## src/rtl/rf_sequencer_pkg.sv

```systemverilog
// rf_ctrl_pkg: shared definitions for the register-file sequencer and its ALU.
// Contents: width constants, instruction field positions, the opcode and
// controller state enums, and a helper that extracts the opcode field.
package rf_ctrl_pkg;

    localparam int DW = 4;
    localparam int AW = 3;
    localparam int IW = 12;

    localparam int OP_MSB   = 11;
    localparam int OP_LSB   = 9;
    localparam int DEST_MSB = 8;
    localparam int DEST_LSB = 6;
    localparam int SRC1_MSB = 5;
    localparam int SRC1_LSB = 3;
    localparam int SRC2_MSB = 2;
    localparam int SRC2_LSB = 0;
    // The LDI immediate overlaps the low bit of src1 and all of src2.
    localparam int IMM_MSB  = 3;
    localparam int IMM_LSB  = 0;

    typedef enum logic [2:0] {
        OP_NOP = 3'b000,
        OP_ADD = 3'b001,
        OP_SUB = 3'b010,
        OP_AND = 3'b011,
        OP_OR  = 3'b100,
        OP_XOR = 3'b101,
        OP_MOV = 3'b110,
        OP_LDI = 3'b111
    } opcode_t;

    typedef enum logic [1:0] {
        S_IDLE = 2'd0,
        S_READ = 2'd1,
        S_EXEC = 2'd2,
        S_DONE = 2'd3
    } state_t;

    function automatic opcode_t get_opcode(input logic [IW-1:0] ins);
        return opcode_t'(ins[OP_MSB:OP_LSB]);
    endfunction

endpackage

```

## src/rtl/rf_alu.sv

```systemverilog
// rf_alu: purely combinational 4-bit ALU used by the register-file sequencer.
// Ports:
//   op    - 3-bit opcode (rf_ctrl_pkg::opcode_t encoding)
//   a, b  - operands (register-file read data 1 and 2)
//   imm   - LDI immediate
//   y     - result word
//   carry - ADD carry-out / SUB borrow, 0 for all other ops
//   zero  - y == 0
module rf_alu
    import rf_ctrl_pkg::*;
(
    input  logic [2:0]    op,
    input  logic [DW-1:0] a,
    input  logic [DW-1:0] b,
    input  logic [DW-1:0] imm,
    output logic [DW-1:0] y,
    output logic          carry,
    output logic          zero
);

    logic [DW:0] sum;

    assign sum = {1'b0, a} + {1'b0, b};

    always_comb begin
        y     = '0;
        carry = 1'b0;
        case (opcode_t'(op))
            OP_ADD: begin
                y     = sum[DW-1:0];
                carry = sum[DW];
            end
            OP_SUB: begin
                y     = a - b;
                carry = (a < b);
            end
            OP_AND:  y = a & b;
            OP_OR:   y = a | b;
            OP_XOR:  y = a ^ b;
            OP_MOV:  y = a;
            OP_LDI:  y = imm;
            default: y = '0;
        endcase
    end

    assign zero = (y == '0);

endmodule

```

## src/rtl/rf_sequencer.sv

```systemverilog
// rf_sequencer: sequences one register-to-register instruction every four
// cycles into an 8x4 register file with a one-cycle registered read.
// Ports:
//   clk, reset           - clock and asynchronous active-low reset
//   in_valid, in_ready   - instruction handshake (ready only in IDLE)
//   instr                - {opcode, dest, src1, src2}; LDI immediate in [3:0]
//   RF_ad1, RF_ad2       - register-file read addresses
//   RF_wad, RF_we, RF_wd - register-file write port
//   RF_d1, RF_d2         - registered read data from the file
//   busy, done           - activity indicator and one-cycle retire pulse
//   result, carry, zero  - last ALU result and flags, registered
module rf_sequencer
    import rf_ctrl_pkg::*;
(
    input  logic          clk,
    input  logic          reset,
    input  logic          in_valid,
    output logic          in_ready,
    input  logic [IW-1:0] instr,
    output logic [AW-1:0] RF_ad1,
    output logic [AW-1:0] RF_ad2,
    output logic [AW-1:0] RF_wad,
    output logic          RF_we,
    output logic [DW-1:0] RF_wd,
    input  logic [DW-1:0] RF_d1,
    input  logic [DW-1:0] RF_d2,
    output logic          busy,
    output logic          done,
    output logic [DW-1:0] result,
    output logic          carry,
    output logic          zero
);

    state_t        state;
    state_t        next_state;
    logic [IW-1:0] instr_q;
    opcode_t       op_q;
    logic [DW-1:0] alu_y;
    logic          alu_carry;
    logic          alu_zero;

    assign op_q = get_opcode(instr_q);

    rf_alu u_alu (
        .op    (instr_q[OP_MSB:OP_LSB]),
        .a     (RF_d1),
        .b     (RF_d2),
        .imm   (instr_q[IMM_MSB:IMM_LSB]),
        .y     (alu_y),
        .carry (alu_carry),
        .zero  (alu_zero)
    );

    always_ff @(posedge clk or negedge reset) begin
        if (!reset) begin
            state <= S_IDLE;
        end else begin
            state <= next_state;
        end
    end

    always_comb begin
        next_state = state;
        case (state)
            S_IDLE:  if (in_valid) next_state = S_READ;
            S_READ:  next_state = S_EXEC;
            S_EXEC:  next_state = S_DONE;
            S_DONE:  next_state = S_IDLE;
            default: next_state = S_IDLE;
        endcase
    end

    // Instruction latch and result/flag registers. The flags register at the
    // same edge that commits the write; a NOP leaves them untouched.
    always_ff @(posedge clk or negedge reset) begin
        if (!reset) begin
            instr_q <= '0;
            result  <= '0;
            carry   <= 1'b0;
            zero    <= 1'b0;
        end else begin
            if (state == S_IDLE && in_valid) begin
                instr_q <= instr;
            end
            if (state == S_EXEC && op_q != OP_NOP) begin
                result <= alu_y;
                carry  <= alu_carry;
                zero   <= alu_zero;
            end
        end
    end

    // Register-file controls are gated by state so that, outside READ/EXEC,
    // a stale latched instruction never reaches the file.
    always_comb begin
        in_ready = 1'b0;
        busy     = 1'b0;
        done     = 1'b0;
        RF_ad1   = '0;
        RF_ad2   = '0;
        RF_wad   = '0;
        RF_we    = 1'b0;
        RF_wd    = '0;
        case (state)
            S_IDLE: in_ready = 1'b1;
            S_READ: begin
                busy   = 1'b1;
                RF_ad1 = instr_q[SRC1_MSB:SRC1_LSB];
                RF_ad2 = instr_q[SRC2_MSB:SRC2_LSB];
            end
            S_EXEC: begin
                busy   = 1'b1;
                RF_ad1 = instr_q[SRC1_MSB:SRC1_LSB];
                RF_ad2 = instr_q[SRC2_MSB:SRC2_LSB];
                RF_wad = instr_q[DEST_MSB:DEST_LSB];
                RF_wd  = alu_y;
                RF_we  = (op_q != OP_NOP);
            end
            S_DONE: begin
                busy = 1'b1;
                done = 1'b1;
            end
            default: in_ready = 1'b0;
        endcase
    end

endmodule

```

## config.mk

```make
export PLATFORM = sky130hd
export DESIGN_NAME = rf_sequencer
export DESIGN_NICKNAME = d
export VERILOG_FILES = /design/src/rtl/rf_sequencer_pkg.sv /design/src/rtl/rf_alu.sv /design/src/rtl/rf_sequencer.sv
export SDC_FILE = /design/constraint.sdc
export NUM_CORES = 1
export LEC_CHECK = 0
export ABC_AREA = 0
export BUFFER_PORTS_ARGS = -buffer_cell sky130_fd_sc_hd__buf_2
export CAP_MARGIN = 5
export CORE_MARGIN = 4
export CORE_UTILIZATION = 55
export DETAILED_ROUTE_END_ITERATION = 12
export GPL_TIMING_DRIVEN = 0
export PLACE_DENSITY_LB_ADDON = 0.2
export SLEW_MARGIN = 40
export SYNTH_ARGS = -nofsm -noshare
export SYNTH_HDL_FRONTEND = slang
export SYNTH_HIERARCHICAL = 1
export SYNTH_SLANG_ARGS = --single-unit
```

## constraint.sdc

```tcl
create_clock -name clk -period 5.4 [get_ports clk]
set_clock_uncertainty 0.05 [all_clocks]
set_input_delay 0 -clock clk [delete_from_list [all_inputs] [get_ports clk]]
set_output_delay 0 -clock clk [all_outputs]
set_load 0.02 [all_outputs]
```

==> flow_summary.ini, run 1 <==
[detailed_routing]
wl_per_cell_um = 14.7
vias = 1278
drt_pass1_iterations = 4
drt_iter0_drc = 79
viasPerCell = 5.33
antenna_left = 0
drt_wl_total_mm = 3.52
drc = 0

[sta]
fmax_mhz = 445
final-max-slew-violation-count = 0
setup_viol = 0
timing.final.crit_share_pct = 41.6
setup_slack_ps = 3150
hold_viol_final = 0
rsz0062_at_grt = false
slew_headroom_pct = 63.8
min_period_ps = 2250
worstMarginPinSlew_ps = 537
final.setup.tns_ps = 0

[floorplan]
design.die.area_mm2 = 0.00371
die_h_um = 60.9
io-pin-count = 46
rows = 18
dieWidth_um = 60.9
coreArea_mm2 = 0.00257
start_util_pct = 60.0

[grt]
grt_max_degree = 21
grt_pass1_vias = 1396
grt_pass1_wl_mm = 5.93
track_usage_pct = 21.6
antenna_found_initial = 0
grt.overflow.total = 0

[clock_network]
insertion_delay_ps = 310
cts_root_buf = clkbuf_4
cts_resized = 0
cts_max_level = 1
path_clk_slew_ps = 120
tritoncts = yes
cts-buffers-inserted = 3
cts_sinks = 20
clk_path_buf_depth = 2

[job]
drv_cap = 0

[layout]
diodes = 0
drive_gt1_share_pct = 36.2
area_delta_synth_final_pct = 29.5
fin_nets = 253

[power_and_ir_drop]
p_leak_nw = 1.03
ir_drop_v = 0.000412
power_density_mw_per_mm2 = 551

[critical_path]
r2r_start = instr_q[11]$_DFFE_PN0P_
end_kind = primary output
cp.required_ps = 5350
cp_common_cell = buf_2
cp.arrival_ps = 2200
cpPeakStageDelay_ps = 520
slowest_stage = dfrtp_1
crit_chain = buf_2 -> mux2i_1 -> nand2_1 -> a32oi_1 -> o221ai_1 -> and2_1 -> buf_2
setup.worst_path.start = instr_q[11]$_DFFE_PN0P_
start_kind = register
crit_path_max_fanout = 10
crit_type = reg -> out

[placement]
place_hpwl_mm = 2.71
finalWeightedCongestion = 0.882
portBuffers = 45
dpl_worst_slack_ps = 3120

[yosys]
synth_top_area_cell = dfrtp_1
synth_most_common_cell = dfrtp_1
yosys_register_bits = 20
synthTopCellsByArea = dfrtp_1 32%, mux2_2 14%, ha_1 14%, and2_1 5.3%, inv_1 3.9%
yosysTopAreaCellShare_pct = 32.5
seq_area_frac_synth_pct = 32.5
avgSynthCellArea_um2 = 10.5
syn_inst = 147
async_flop_share_pct = 100
yosys.cell_types.count = 39
synth_flop_cell = dfrtp_1
yosys_warnings = 6
synthesis.area_mm2 = 0.00154
synth_edf_count = 0
yosys-top-cells-count = 20 x dfrtp_1, 19 x mux2_2, 17 x ha_1, 16 x inv_1, 13 x and2_1
syn_nets = 189

[run_status]
status = finished, final reports clean

[worst_hold_path]
holdCritPathClass = in -> async
[sequential cells by signal, indices dropped and copies added, names as in the netlist]
signal	count
carry	1
instr_q	12
result	4
state	2
zero	1
[cell usage in the layout, fill, tap and decap left out, types with 4 or more instances in the layout]
cell,n
mux2_2,19
and2_1,13
nand2_1,6
dfrtp_1,20
buf_2,48
ha_1,17
inv_1,16
nor2b_1,4
o21ai_0,6
dlygate4sd3_1,14
a21oi_1,6
[routing by layer]
metal  vias up  part of all wire, %  GRT usage (%)
met1       600                   40           25.4
li1        630                    -              -
met3        12                  4.4           3.40
met5         -                    0              0
met2        36                   53           38.6
met4         0                  2.5           8.98
[timing repair]
item,CTS,global route
hold endpoints to repair,33,0
hold buffers,14,0
buffers inserted,0,0
[worst max-delay path, delay by kind of cell (launching register included)]
| family | cells | cell delay, ps |
|---|---|---|
| multiplexers | 1 | 230 |
| AO/OA/AOI/OAI | 2 | 410 |
| flip-flops | 1 | 520 |
| buffers and inverters | 2 | 430 |
| AND/OR/NAND/NOR | 2 | 290 |
[per-stage QoR]
step	power, mW	std cells	hold WS (ps)	cell area (um2)	util, %
floorplan	0.776	147	-346	1540	-
detailed placement	0.970	222	-74.9	1800	70.3
global placement	0.939	222	-89.3	1800	70.3
finish	1.10	240	104	2000	77.8
global route	1.18	240	142	2000	77.8
CTS	1.11	240	101	2000	77.8
[final cells by class]
type,count,area (um2)
timing repair buffer,59,365
clock buffer,3,22.5
tap,30,37.5
fill,172,571
sequential,20,500
buffer,5,30.0
multi-input combinational,106,951
inverter,16,60.1
clock inverter,1,30.0
[power by group]
group / total, mW / switching [mW] / internal, mW / leakage [nW]
logic: 0.690 / 0.380 / 0.311 / 0.762
clock network: 0.127 / 0.0516 / 0.0751 / 0.0279
registers: 0.283 / 0.0583 / 0.224 / 0.241
total: 1.10 / 0.490 / 0.610 / 1.03
[kinds of logic (layout without fill, tap and decap cells)]
| family | count (synthesis) | count (layout) | synth area share (%) |
|---|---|---|---|
| simple gates | 36 | 36 | 14.1 |
| xor+xnor | 3 | 3 | 1.70 |
| buf+inv | 21 | 84 | 5.84 |
| compound gates | 23 | 23 | 10.5 |
| flops | 20 | 20 | 32.5 |
| fa+ha+maj | 19 | 19 | 16.4 |
| mux | 25 | 25 | 19.0 |
[final timing paths]
check                      slack [ps]                     end  cells after the start
max                              3150                RF_wd[3]                      7
min                               100  instr_q[7]$_DFFE_PN0P_                      2
max reg2reg                      3310        zero$_DFFE_PN0P_                      7
min reg2reg                       460  instr_q[5]$_DFFE_PN0P_                      1
max in group asynchronous        4890  instr_q[1]$_DFFE_PN0P_                      2
min in group clk                  260   result[2]$_DFFE_PN0P_                      4
Note: power is estimated with default switching activity, not from simulation.
==> run 2: changes to the inputs <==
--- a/config.mk
+++ b/config.mk
@@ -9,7 +9,7 @@
 export BUFFER_PORTS_ARGS = -buffer_cell sky130_fd_sc_hd__buf_2
 export CAP_MARGIN = 5
 export CORE_MARGIN = 4
-export CORE_UTILIZATION = 55
+export CORE_UTILIZATION = 51
 export DETAILED_ROUTE_END_ITERATION = 12
 export GPL_TIMING_DRIVEN = 0
 export PLACE_DENSITY_LB_ADDON = 0.2
==> constraint.sdc (replaced) <==
create_clock -name clk -period 2.2 [get_ports clk]
set_clock_uncertainty 0.05 [all_clocks]
set_input_delay 0 -clock clk [delete_from_list [all_inputs] [get_ports clk]]
set_output_delay 0 -clock clk [all_outputs]
set_load 0.02 [all_outputs]
==> flow_summary.ini, run 2 (same netlist as run 1, synthesis figures left out) <==
[run_status]
status = finished, final reports clean

[detailed_routing]
viasPerCell = 5.37
drt_wl_total_mm = 3.45
vias = 1299
antenna_left = 0
drt_iter0_drc = 46
drc = 0
drt_pass1_iterations = 4
wl_per_cell_um = 14.3

[clock_network]
cts_root_buf = clkbuf_4
path_clk_slew_ps = 110
clk_path_buf_depth = 2
insertion_delay_ps = 300
tritoncts = yes
cts_max_level = 1
cts_sinks = 20
cts-buffers-inserted = 3

[power_and_ir_drop]
internal-power_mw = 1.44
combPwrFrac_pct = 65.5
netSwitchingPower_mw = 1.18
ir_drop_v = 0.000834
p_leak_nw = 1.03
swShare_pct = 45.1
clockPowerShare_pct = 8.1
power_density_mw_per_mm2 = 1310
p_seq_share_pct = 26.4

[sta]
setup_slack_ps = 134
setup_viol = 0
holdWs_ps = 120
fmax_mhz = 484
slew_headroom_pct = 70.1
rsz0062_at_grt = false
final-max-slew-violation-count = 0
min_period_ps = 2070
timing.final.crit_share_pct = 93.9
final.setup.tns_ps = 0
hold_viol_final = 0
worstMarginPinSlew_ps = 448

[critical_path]
start_kind = register
end_kind = primary output
cp.arrival_ps = 2020
crit_type = reg -> out
crit_path_max_fanout = 9
cp.required_ps = 2150

[layout]
fillers = 219
area_delta_synth_final_pct = 29.5
drive_gt1_share_pct = 37.9
largest_reg_flops = 12
diodes = 0
final_common_cell = buf_2
top_regs = instr_q: 12 flops, result: 4 flops, state: 2 flops
mostFrequentLayoutCells = 47 x buf_2, 19 x mux2_2, 18 x dfrtp_1
final_area_mm2 = 0.00200
top_register = instr_q
fin_nets = 254
final_cells = 242

[placement]
place_hpwl_mm = 2.67
dpl_worst_slack_ps = -0.0164
portBuffers = 45
finalWeightedCongestion = 0.858
dpl.cell_count = 223
placed_area_mm2 = 0.00181

[floorplan]
design.die.area_mm2 = 0.00397
start_util_pct = 54.5
die_h_um = 63.0
coreArea_mm2 = 0.00283
rows = 19
dieWidth_um = 63.0
io-pin-count = 46

[grt]
antenna_found_initial = 0
grt_pass1_wl_mm = 5.92
track_usage_pct = 18.3
grt_pass1_vias = 1347
grt.overflow.total = 0
grt_max_degree = 21

[worst_hold_path]
holdCritPathClass = in -> async

[job]
drv_cap = 0
run 2: cell count changes in the layout (fill, tap and decap cells not counted), sizes merged:
cell,delta
bufinv,-1
clkbuf,+2
run 2: what timing repair did:
action,in CTS,in global routing
gates resized for setup,1,5
hold buffers,14,0
setup endpoints to repair,1,5
buffers inserted,0,1
endpoints found under the hold margin,33,0
run 2: critical path: stages (launching register included):
cell,delay (ps)
dfrtp_1,440
buf_6,160
mux2_4,300
nand2_1,60
o21ai_1,60
a221o_1,400
and2_1,160
buf_2,150
run 2: power groups by stage:
stage / clock network [mW] / registers (mW) / logic (mW)
floorplan: 0 / 0.724 / 1.18
global placement: 0 / 0.689 / 1.62
detailed placement: 0 / 0.706 / 1.66
CTS: 0.224 / 0.698 / 1.69
global route: 0.240 / 0.714 / 1.87
finish: 0.213 / 0.691 / 1.72
run 2: through the flow:
step                power [mW]  utilization (%)
detailed placement        2.37             63.8
global route              2.83             70.5
CTS                       2.61             70.1
global placement          2.31             63.8
finish                    2.62             70.5
floorplan                 1.90                -
run 2: worst paths after layout:
kind                                          from                     end  slack (ps)  depth (start not counted)
min reg2reg                 instr_q[4]$_DFFE_PN0P_  instr_q[4]$_DFFE_PN0P_         470                          1
min                                          reset  instr_q[6]$_DFFE_PN0P_         120                          2
max                        instr_q[10]$_DFFE_PN0P_                RF_wd[2]         130                          7
max reg2reg                instr_q[10]$_DFFE_PN0P_        zero$_DFFE_PN0P_         310                          7
max in group asynchronous                    reset  instr_q[9]$_DFFE_PN0P_        1650                          2
min in group clk                          RF_d1[3]   result[3]$_DFFE_PN0P_         280                          6
run 2: per-layer routing:
metal | up-vias | GRT usage (%) | wire [um]
met1 | 622 | 21.2 | 1410
li1 | 629 | - | -
met5 | - | 0 | 0
met2 | 42 | 34.3 | 1840
met4 | 0 | 6.06 | 31
met3 | 6 | 2.34 | 167
run 2: area by class of cell:
| type | instances | area [um2] | area share (%) |
|---|---|---|---|
| repair buffers | 60 | 373 | 18.7 |
| inverters | 16 | 60.1 | 3.01 |
| clock buffers | 4 | 36.3 | 1.82 |
| flip-flops and latches | 20 | 503 | 25.2 |
| well taps | 31 | 38.8 | 1.94 |
| plain buffers | 5 | 33.8 | 1.69 |
| multi-input cells | 106 | 951 | 47.6 |
==> run 3: changes to the inputs <==
--- a/config.mk
+++ b/config.mk
@@ -16,5 +16,4 @@
 export SLEW_MARGIN = 40
 export SYNTH_ARGS = -nofsm -noshare
 export SYNTH_HDL_FRONTEND = slang
-export SYNTH_HIERARCHICAL = 1
 export SYNTH_SLANG_ARGS = --single-unit
==> flow_summary.ini, run 3 <==
[job]
drv_cap = 0

[clock_network]
cts_sinks = 20
cts_max_level = 1
tritoncts = yes
insertion_delay_ps = 300
cts-buffers-inserted = 3
cts_root_buf = clkbuf_4
clk_path_buf_depth = 2
path_clk_slew_ps = 110
cts_setup_buffers = 0

[floorplan]
start_util_pct = 54.6
die_h_um = 62.8
rows = 19
design.die.area_mm2 = 0.00394
io-pin-count = 46
dieWidth_um = 62.8
coreArea_mm2 = 0.00281

[detailed_routing]
viasPerCell = 5.39
drc = 0
drt_iter0_drc = 36
drt_wl_total_mm = 3.42
drt_pass1_iterations = 4
wl_per_cell_um = 13.9
antenna_left = 0
vias = 1332

[layout]
diodes = 0
area_delta_synth_final_pct = 29.2
final_common_cell = buf_2
regArea_um2 = 500
top_regs = instr_q: 12 flops, result: 4 flops, state: 2 flops
multi_input_area_um2 = 921
largest_reg_flops = 12
final_util_pct = 70.5
top_register = instr_q
drive_gt1_share_pct = 33.3
final_cells = 247
fillers = 231
fin_nets = 258
mostFrequentLayoutCells = 45 x buf_2, 20 x dfrtp_1, 16 x inv_1, 16 x ha_1, 14 x dlygate4sd3_1

[placement]
dpl.cell_count = 229
place_hpwl_mm = 2.74
finalWeightedCongestion = 0.796
portBuffers = 45

[sta]
final-max-slew-violation-count = 0
hold_viol_final = 0
fmax_mhz = 515
setup_viol = 0
holdWs_ps = 119
slew_headroom_pct = 66.2
min_period_ps = 1940
rsz0062_at_grt = false
final.setup.tns_ps = 0
timing.final.crit_share_pct = 88.2
worstMarginPinSlew_ps = 506

[yosys]
avgSynthCellArea_um2 = 10.0
synth_top_area_cell = dfrtp_1
synthesis.area_mm2 = 0.00153
async_flop_share_pct = 100
yosys_register_bits = 20
yosys_warnings = 0
syn_nets = 194
yosys.cell_types.count = 39
synth_most_common_cell = dfrtp_1
syn_inst = 153
yosys-top-cells-count = 20 x dfrtp_1, 16 x ha_1, 16 x inv_1, 12 x mux2_2, 10 x and2_1
yosysTopAreaCellShare_pct = 32.7
seq_area_frac_synth_pct = 32.7
synthTopCellsByArea = dfrtp_1 33%, ha_1 13%, mux2_2 8.8%, and2_1 4.1%, inv_1 3.9%
synth_edf_count = 0
synth_flop_cell = dfrtp_1

[power_and_ir_drop]
ir_drop_v = 0.000755
power_density_mw_per_mm2 = 1300
totalPowerFinal_mw = 2.58
p_leak_nw = 1.04

[critical_path]
cp.required_ps = 2150
cp_common_cell = nor2_1
slowest_stage = dfrtp_1
end_kind = primary output
crit_chain = buf_6 -> nor2b_4 -> a32oi_1 -> nor2_1 -> a311oi_2 -> nor2_1 -> buf_2
cpPeakStageDelay_ps = 440
cp.arrival_ps = 1890
cpLargestDelayFamily = compound AO/OA/AOI/OAI gates
crit_type = reg -> out
start_kind = register
crit_path_max_fanout = 10
crit_buf_inv = 2

[grt]
grt_max_degree = 21
grt.overflow.total = 0
antenna_found_initial = 0
grt_pass1_wl_mm = 5.98
grt_pass1_vias = 1368
track_usage_pct = 18.5

[worst_hold_path]
holdCritPathClass = in -> async

[run_status]
status = finished, final reports clean
## run 3: cell count changes in the layout (fill, tap and decap cells not counted), sizes merged, moves of 2 or more
| cell | delta |
|---|---|
| a21oi | +2 |
| a311oi | +2 |
| and2 | -3 |
| mux2 | -8 |
| nand2 | +3 |
| nand3b | +3 |
| nor2 | +4 |
| nor2b | -2 |
| nor3 | +2 |
| o21ai | +2 |
## run 3: timing repair
item,4_1_cts,5_1_grt
endpoints found under the setup margin,0,1
resized for setup,0,1
endpoints found under the hold margin,34,0
hold buffers,14,0
## run 3: metal layers
layer | routed length (um) | share of wire [%] | up-vias | global-route usage, %
li1 | - | - | 654 | -
met1 | 1410 | 41 | 637 | 22.2
met2 | 1810 | 53 | 39 | 33.3
met3 | 184 | 5.4 | 2 | 4.50
met4 | 13 | 0.38 | 0 | 4.13
met5 | 0 | 0 | - | 0
## run 3: power breakdown
part / switching [mW] / leakage, nW / total, mW / internal, mW
combinational: 0.978 / 0.771 / 1.71 / 0.730
sequential: 0.113 / 0.243 / 0.661 / 0.548
clock: 0.110 / 0.0210 / 0.211 / 0.101
## run 3: cell families (layout without fill, tap and decap cells)
kind of cell               after synthesis  after routing  share of synthesized area (%)
AOI/OAI and AO/OA                       31             31                           14.4
xor gates and xnor gates                 2              2                           1.14
adders and majority gates               18             18                           15.7
buffers and inverters                   23             86                           7.60
DFF                                     20             20                           32.7
muxes                                   18             18                           13.9
and+or+nand+nor                         41             41                           14.6
## run 3: worst paths after layout
kind | from | slack, ps | depth (start not counted) | end
hold / removal | reset | 120 | 2 | state[0]$_DFFE_PN0P_
setup / recovery | instr_q[9]$_DFFE_PN0P_ | 260 | 7 | RF_wd[2]
setup reg to reg | state[1]$_DFFE_PN0P_ | 350 | 5 | instr_q[10]$_DFFE_PN0P_
max in group asynchronous | reset | 1670 | 2 | carry$_DFFE_PN0P_
hold reg to reg | result[0]$_DFFE_PN0P_ | 430 | 1 | result[0]$_DFFE_PN0P_
min in group clk | RF_d1[1] | 320 | 5 | result[1]$_DFFE_PN0P_
## run 3: per-stage QoR
step	instance area, um2	setup slack, ps
floorplan	1530	458
detailed placement	1800	172
global route	1980	126
finish	1980	259
CTS	1970	132
global placement	1800	232
## run 3: cell type report
cell class / instances / area share (%)
multi-input cells: 110 / 46.6
flip-flops and latches: 20 / 25.3
repair buffers: 59 / 18.5
inverters: 17 / 3.23
plain buffers: 6 / 2.66
well taps: 31 / 1.96
clock buffers: 4 / 1.83
## run 3: worst register-to-register path: stages, from the launching register on
cell and delay [ps]:
dfrtp_1 400, inv_1 90, ha_1 240, nand2_1 130, clkbuf_1 420, mux2_2 400
